===== config.mk =====
export PLATFORM = sky130hd
export DESIGN_NAME = alu_rr_sequencer
export DESIGN_NICKNAME = d
export VERILOG_FILES = /design/src/rtl/alu_rr_sequencer.sv
export SDC_FILE = /design/constraint.sdc
export NUM_CORES = 1
export LEC_CHECK = 0
export ABC_AREA = 1
export CELL_PAD_IN_SITES_DETAIL_PLACEMENT = 2
export CELL_PAD_IN_SITES_GLOBAL_PLACEMENT = 2
export CORE_MARGIN = 2
export CORE_UTILIZATION = 17
export DETAILED_ROUTE_END_ITERATION = 10
export GPL_TIMING_DRIVEN = 0
export PLACE_DENSITY_LB_ADDON = 0.1
export SYNTH_ARGS = -nofsm -noshare
export SYNTH_HDL_FRONTEND = slang
export SYNTH_SLANG_ARGS = --single-unit

===== constraint.sdc =====
create_clock -name clk -period 1.8 [get_ports clk]
set_clock_uncertainty 0.1 [all_clocks]
set_input_delay 0.36 -clock clk [delete_from_list [all_inputs] [get_ports clk]]
set_output_delay 0.36 -clock clk [all_outputs]
set_load 0.03 [all_outputs]

===== src/rtl/alu_rr_sequencer.sv =====
// Round-robin front end for a shared combinational ALU: accepts one op at a time from two
// requesters, holds operands on the ALU for SETTLE_CYC cycles, then returns result and flags.
module alu_rr_sequencer #(
    parameter int WIDTH      = 32,
    parameter int SETTLE_CYC = 2
) (
    input  logic             clk,
    input  logic             reset,
    input  logic             req0_valid,
    output logic             req0_ready,
    input  logic [WIDTH-1:0] req0_a,
    input  logic [WIDTH-1:0] req0_b,
    input  logic [3:0]       req0_op,
    input  logic             req1_valid,
    output logic             req1_ready,
    input  logic [WIDTH-1:0] req1_a,
    input  logic [WIDTH-1:0] req1_b,
    input  logic [3:0]       req1_op,
    output logic             resp_valid,
    input  logic             resp_ready,
    output logic             resp_id,
    output logic [WIDTH-1:0] resp_result,
    output logic             resp_zero,
    output logic             resp_ovf,
    output logic             resp_carry,
    output logic             resp_err,
    output logic             busy,
    output logic [WIDTH-1:0] alu_busA,
    output logic [WIDTH-1:0] alu_busB,
    output logic [3:0]       alu_ctrl,
    input  logic [WIDTH-1:0] alu_out,
    input  logic             alu_zero,
    input  logic             alu_ovf,
    input  logic             alu_carry
);

    localparam int CW = (SETTLE_CYC > 1) ? $clog2(SETTLE_CYC) : 1;

    typedef enum logic [1:0] {
        IDLE = 2'd0,
        EXEC = 2'd1,
        RESP = 2'd2
    } state_t;

    state_t           state_r;
    state_t           state_nxt_s;
    logic [CW-1:0]    cnt_r;
    logic             last_r;
    logic             grant0_s;
    logic             grant1_s;
    logic             accept_s;
    logic             sel_id_s;
    logic [WIDTH-1:0] sel_a_s;
    logic [WIDTH-1:0] sel_b_s;
    logic [3:0]       sel_op_s;
    logic             sel_ok_s;

    function automatic logic op_supported(input logic [3:0] op);
        case (op)
            4'd0, 4'd1, 4'd2, 4'd3, 4'd5, 4'd6: op_supported = 1'b1;
            default:                            op_supported = 1'b0;
        endcase
    endfunction

    // State register
    always_ff @(posedge clk) begin
        if (reset) begin
            state_r <= IDLE;
        end else begin
            state_r <= state_nxt_s;
        end
    end

    // Next-state logic
    always_comb begin
        state_nxt_s = state_r;
        case (state_r)
            IDLE: begin
                if (accept_s) begin
                    state_nxt_s = sel_ok_s ? EXEC : RESP;
                end else begin
                    state_nxt_s = IDLE;
                end
            end
            EXEC: begin
                if (cnt_r == {CW{1'b0}}) begin
                    state_nxt_s = RESP;
                end else begin
                    state_nxt_s = EXEC;
                end
            end
            RESP: begin
                if (resp_ready) begin
                    state_nxt_s = IDLE;
                end else begin
                    state_nxt_s = RESP;
                end
            end
            default: state_nxt_s = IDLE;
        endcase
    end

    // Grant and ready outputs; the requester that did not win last time wins a tie
    always_comb begin
        grant0_s = req0_valid & (~req1_valid | last_r);
        grant1_s = req1_valid & (~req0_valid | ~last_r);
        if ((state_r == IDLE) && !reset) begin
            req0_ready = grant0_s;
            req1_ready = grant1_s;
        end else begin
            req0_ready = 1'b0;
            req1_ready = 1'b0;
        end
        accept_s = req0_ready | req1_ready;
        sel_id_s = req1_ready;
        sel_a_s  = req1_ready ? req1_a  : req0_a;
        sel_b_s  = req1_ready ? req1_b  : req0_b;
        sel_op_s = req1_ready ? req1_op : req0_op;
        sel_ok_s = op_supported(sel_op_s);
    end

    // Datapath: operand hold on the ALU, settle counter, response capture
    always_ff @(posedge clk) begin
        if (reset) begin
            cnt_r       <= {CW{1'b0}};
            last_r      <= 1'b1;
            busy        <= 1'b0;
            alu_busA    <= {WIDTH{1'b0}};
            alu_busB    <= {WIDTH{1'b0}};
            alu_ctrl    <= 4'd0;
            resp_valid  <= 1'b0;
            resp_id     <= 1'b0;
            resp_result <= {WIDTH{1'b0}};
            resp_zero   <= 1'b0;
            resp_ovf    <= 1'b0;
            resp_carry  <= 1'b0;
            resp_err    <= 1'b0;
        end else begin
            busy <= (state_nxt_s != IDLE);
            case (state_r)
                IDLE: begin
                    if (accept_s) begin
                        last_r  <= sel_id_s;
                        resp_id <= sel_id_s;
                        if (sel_ok_s) begin
                            alu_busA <= sel_a_s;
                            alu_busB <= sel_b_s;
                            alu_ctrl <= sel_op_s;
                            cnt_r    <= CW'(SETTLE_CYC - 1);
                        end else begin
                            // Error ops skip the ALU entirely and answer with zeros
                            resp_valid  <= 1'b1;
                            resp_err    <= 1'b1;
                            resp_result <= {WIDTH{1'b0}};
                            resp_zero   <= 1'b0;
                            resp_ovf    <= 1'b0;
                            resp_carry  <= 1'b0;
                        end
                    end else begin
                        resp_valid <= 1'b0;
                    end
                end
                EXEC: begin
                    if (cnt_r == {CW{1'b0}}) begin
                        resp_valid  <= 1'b1;
                        resp_err    <= 1'b0;
                        resp_result <= alu_out;
                        resp_zero   <= alu_zero;
                        resp_ovf    <= alu_ovf;
                        resp_carry  <= alu_carry;
                        alu_busA    <= {WIDTH{1'b0}};
                        alu_busB    <= {WIDTH{1'b0}};
                        alu_ctrl    <= 4'd0;
                    end else begin
                        cnt_r <= cnt_r - CW'(1);
                    end
                end
                RESP: begin
                    if (resp_ready) begin
                        resp_valid <= 1'b0;
                    end else begin
                        resp_valid <= 1'b1;
                    end
                end
                default: begin
                    resp_valid <= 1'b0;
                end
            endcase
        end
    end

endmodule


==> results.ini <==
[status]
outcome = finished with violations
failed_checks = negative setup slack

[yosys]
yosysWarningCount = 0
mapped_cell_area_um2 = 5590
synth_cell_types = 21
number_of_synthesized_register_bits = 111
synth-seq-area-share = 0.398
postSynthNetCount = 1105
syn_inst = 929
synth.avg_cell_area_um2 = 6.01
synth_area_leader_cell = sky130_fd_sc_hd__dfxtp_1
synth_top_cell_area_share = 0.398
netlist_top_cells_area = sky130_fd_sc_hd__dfxtp_1 (40%), sky130_fd_sc_hd__nor2_1 (19%), sky130_fd_sc_hd__nand2_1 (14%)

[setup_path]
cp_data_required_time_ps = 1960
crit_path_end_kind = flip-flop
timing.critical_path.mode_cell = sky130_fd_sc_hd__nand2_2
critical_path_peak_fanout = 6
start_kind = flip-flop
worst-setup-path-type = reg -> reg
max_stage_delay_ps = 370
timing.critical_path.cells = nor2_4, nand2_2, buf_6, o21bai_1, nand2_1, nand2_2, nand3_4, nand2_4, nand2_8, buf_12, nand2_8, clkbuf_16, nand2_2, nand2_2, nor2_1
timing.critical_path.slowest_stage_cell = sky130_fd_sc_hd__dfxtp_4
cp_data_arrival_time_ps = 2380

[cells_and_area]
sequential_cell_area_um2 = 2230
filler_cell_count = 3878
drive_gt1_frac = 0.198
post_route_non_filler_standard_cell_count = 1718
layout_commonest_cell = sky130_fd_sc_hd__nor2_1
post-route-cell-area_um2 = 10700
synthToLayoutAreaGrowth_pct = 91.4
nNetsFinal = 1446
layout_common_cells = sky130_fd_sc_hd__nor2_1 (256), sky130_fd_sc_hd__clkdlybuf4s50_1 (172), sky130_fd_sc_hd__nand2_1 (158)
multi_input_area_um2 = 3380

[sta]
setup_slack_ps = -421
hold-worst-slack_ps = 359
timing_hold_violations_final = 0
slew_limit_headroom = 0.562
worst_pin_slew_ps = 657
fmaxAchievable_mhz = 450
timing.final.crit_share = 1.23
timing.final.setup_violations = 110
timing_max_transition_violations_final = 0
unrepaired_setup_endpoints_after_global_routing = true
timing.final.crit_period_ps = 2220

[placement]
worst_slack_after_detailed_placement_ps = -2080
post-place-cells = 1655
hpwl_detailed_um = 21500
io_buffer_count = 284
dpl-instance-area_um2 = 8990
finalWeightedCongestion = 0.716

[global_routing]
via_count_of_the_first_global_routing_pass = 7494
track_usage = 0.171
global_route_wire_length_before_repair_um = 44200
grt_start_max_net_pins = 18
grt_antenna_before_repair = 3
globalRoute.totalOverflow = 0

[floorplan]
die-width_um = 185
core_area_um2 = 32500
start_util = 0.172
top_level_pins = 285
floorplan.die.height_um = 185
fp.dieArea_um2 = 34300
rows = 66

[power_and_ir_drop]
irDropWorstVdd_mv = 0.488
post-layout-total-power_mw = 8.95
pwr_density_cell_nw_per_um2 = 837
power_leakage_nw = 5.09

[cts]
cts_root_buf = sky130_fd_sc_hd__clkbuf_16
clk_transition_reported_paths_ps = 90
clockBufferDepth = 2
cts.hold.buffers_added = 0
depth_of_the_cts_h_tree = 3
tritoncts = yes
worstSkewPairLatency_ps = 360
numCtsBuffers = 9
clock_sink_count = 111

[routing]
antenna_violating_nets_post_route = 0
drc = 0
drt_pass1_iterations = 4
vias_per_cell = 4.05
drt_first_iter_violations = 178
routed_wire_length_per_instance_um = 17.4
routed_wirelength_um = 30000
vias = 6958

[run]
drv_cap = 0

[min_path]
timing.hold.worst.class = reg -> reg

stage by stage:
stage | TNS (ps) | utilization
finish | -39270 | 0.329
global route | -50470 | 0.329
CTS | -32600 | 0.317
detailed placement | -153830 | 0.277
global placement | -149750 | 0.277
floorplan | 0 | -
routing by layer:
metal / vias up / global-route usage / share of wire
met5: - / 0 / 0.00023
met4: 2 / 0.0346 / 0.0087
met3: 18 / 0.0480 / 0.061
met2: 156 / 0.302 / 0.50
met1: 3279 / 0.207 / 0.43
li1: 3503 / - / -
kinds of logic (layout without fill, tap and decap cells):
logic type	after synthesis	count (layout)	synth area share
simple gates	533	535	0.374
other cells	0	1	0
compound gates	129	129	0.118
buf+inv	156	500	0.110
flops	111	111	0.398
critical path, delay by kind of cell (launching register included):
family | cells | cell delay, ps
DFF | 1 | 370
AOI/OAI and AO/OA | 1 | 170
buffers and inverters | 3 | 450
and+or+nand+nor | 11 | 1010
flip-flops by register name, indices dropped and copies added, names as in the netlist, 2 cells and up:
signal	cells
state_r	2
alu_busA	32
alu_ctrl	4
alu_busB	32
resp_result	32
power by group:
part / switching, mW / total, mW / internal (mW) / leakage, nW
combinational: 2.28 / 4.00 / 1.72 / 4.05
clock: 1.03 / 2.02 / 0.987 / 0.125
sequential: 0.162 / 2.93 / 2.77 / 0.910
synthesized netlist by cell type:
| cell | count |
|---|---|
| sky130_fd_sc_hd__clkbuf_1 | 31 |
| sky130_fd_sc_hd__inv_1 | 92 |
| sky130_fd_sc_hd__nor2_1 | 281 |
| sky130_fd_sc_hd__o21ai_0 | 65 |
| sky130_fd_sc_hd__buf_1 | 6 |
| sky130_fd_sc_hd__dfxtp_1 | 111 |
| sky130_fd_sc_hd__nand2_4 | 2 |
| sky130_fd_sc_hd__o21ai_2 | 1 |
| sky130_fd_sc_hd__nand3_1 | 28 |
| sky130_fd_sc_hd__o21ai_1 | 1 |
| sky130_fd_sc_hd__nor3_1 | 2 |
| sky130_fd_sc_hd__inv_2 | 4 |
| sky130_fd_sc_hd__o21bai_1 | 2 |
| sky130_fd_sc_hd__a21oi_1 | 59 |
| sky130_fd_sc_hd__nand2_2 | 3 |
| sky130_fd_sc_hd__nor2_4 | 3 |
| sky130_fd_sc_hd__buf_2 | 23 |
| sky130_fd_sc_hd__or2_0 | 1 |
| sky130_fd_sc_hd__o211ai_2 | 1 |
| sky130_fd_sc_hd__nand2_1 | 212 |
| sky130_fd_sc_hd__nor2_2 | 1 |
area by class of cell:
cell class                      count  share of cell area
Buffer                             53              0.0468
Clock inverter                      4             0.00293
Sequential cell                   111               0.209
Tap cell                          442              0.0517
Timing Repair Buffer              335               0.317
Inverter                           96              0.0342
Antenna cell                        1            0.000234
Multi-Input combinational cell    664               0.316
Clock buffer                       12              0.0231
repair_timing:
action	CTS	global route
pin swaps	25	33
cloned	7	5
setup buffers	38	5
gates resized for setup	315	97
endpoints found under the setup margin	220	110
path summary, 6_finish.rpt:
kind | depth (start not counted) | start | slack, ps | end
max | 15 | state_r[0] | -420 | alu_busA[9]
min | 2 | alu_ctrl[3] | 360 | alu_ctrl[3]
max reg2reg | 15 | state_r[0] | -420 | alu_busA[9]
min reg2reg | 2 | alu_ctrl[3] | 360 | alu_ctrl[3]
(Power assumes the default switching activity.)
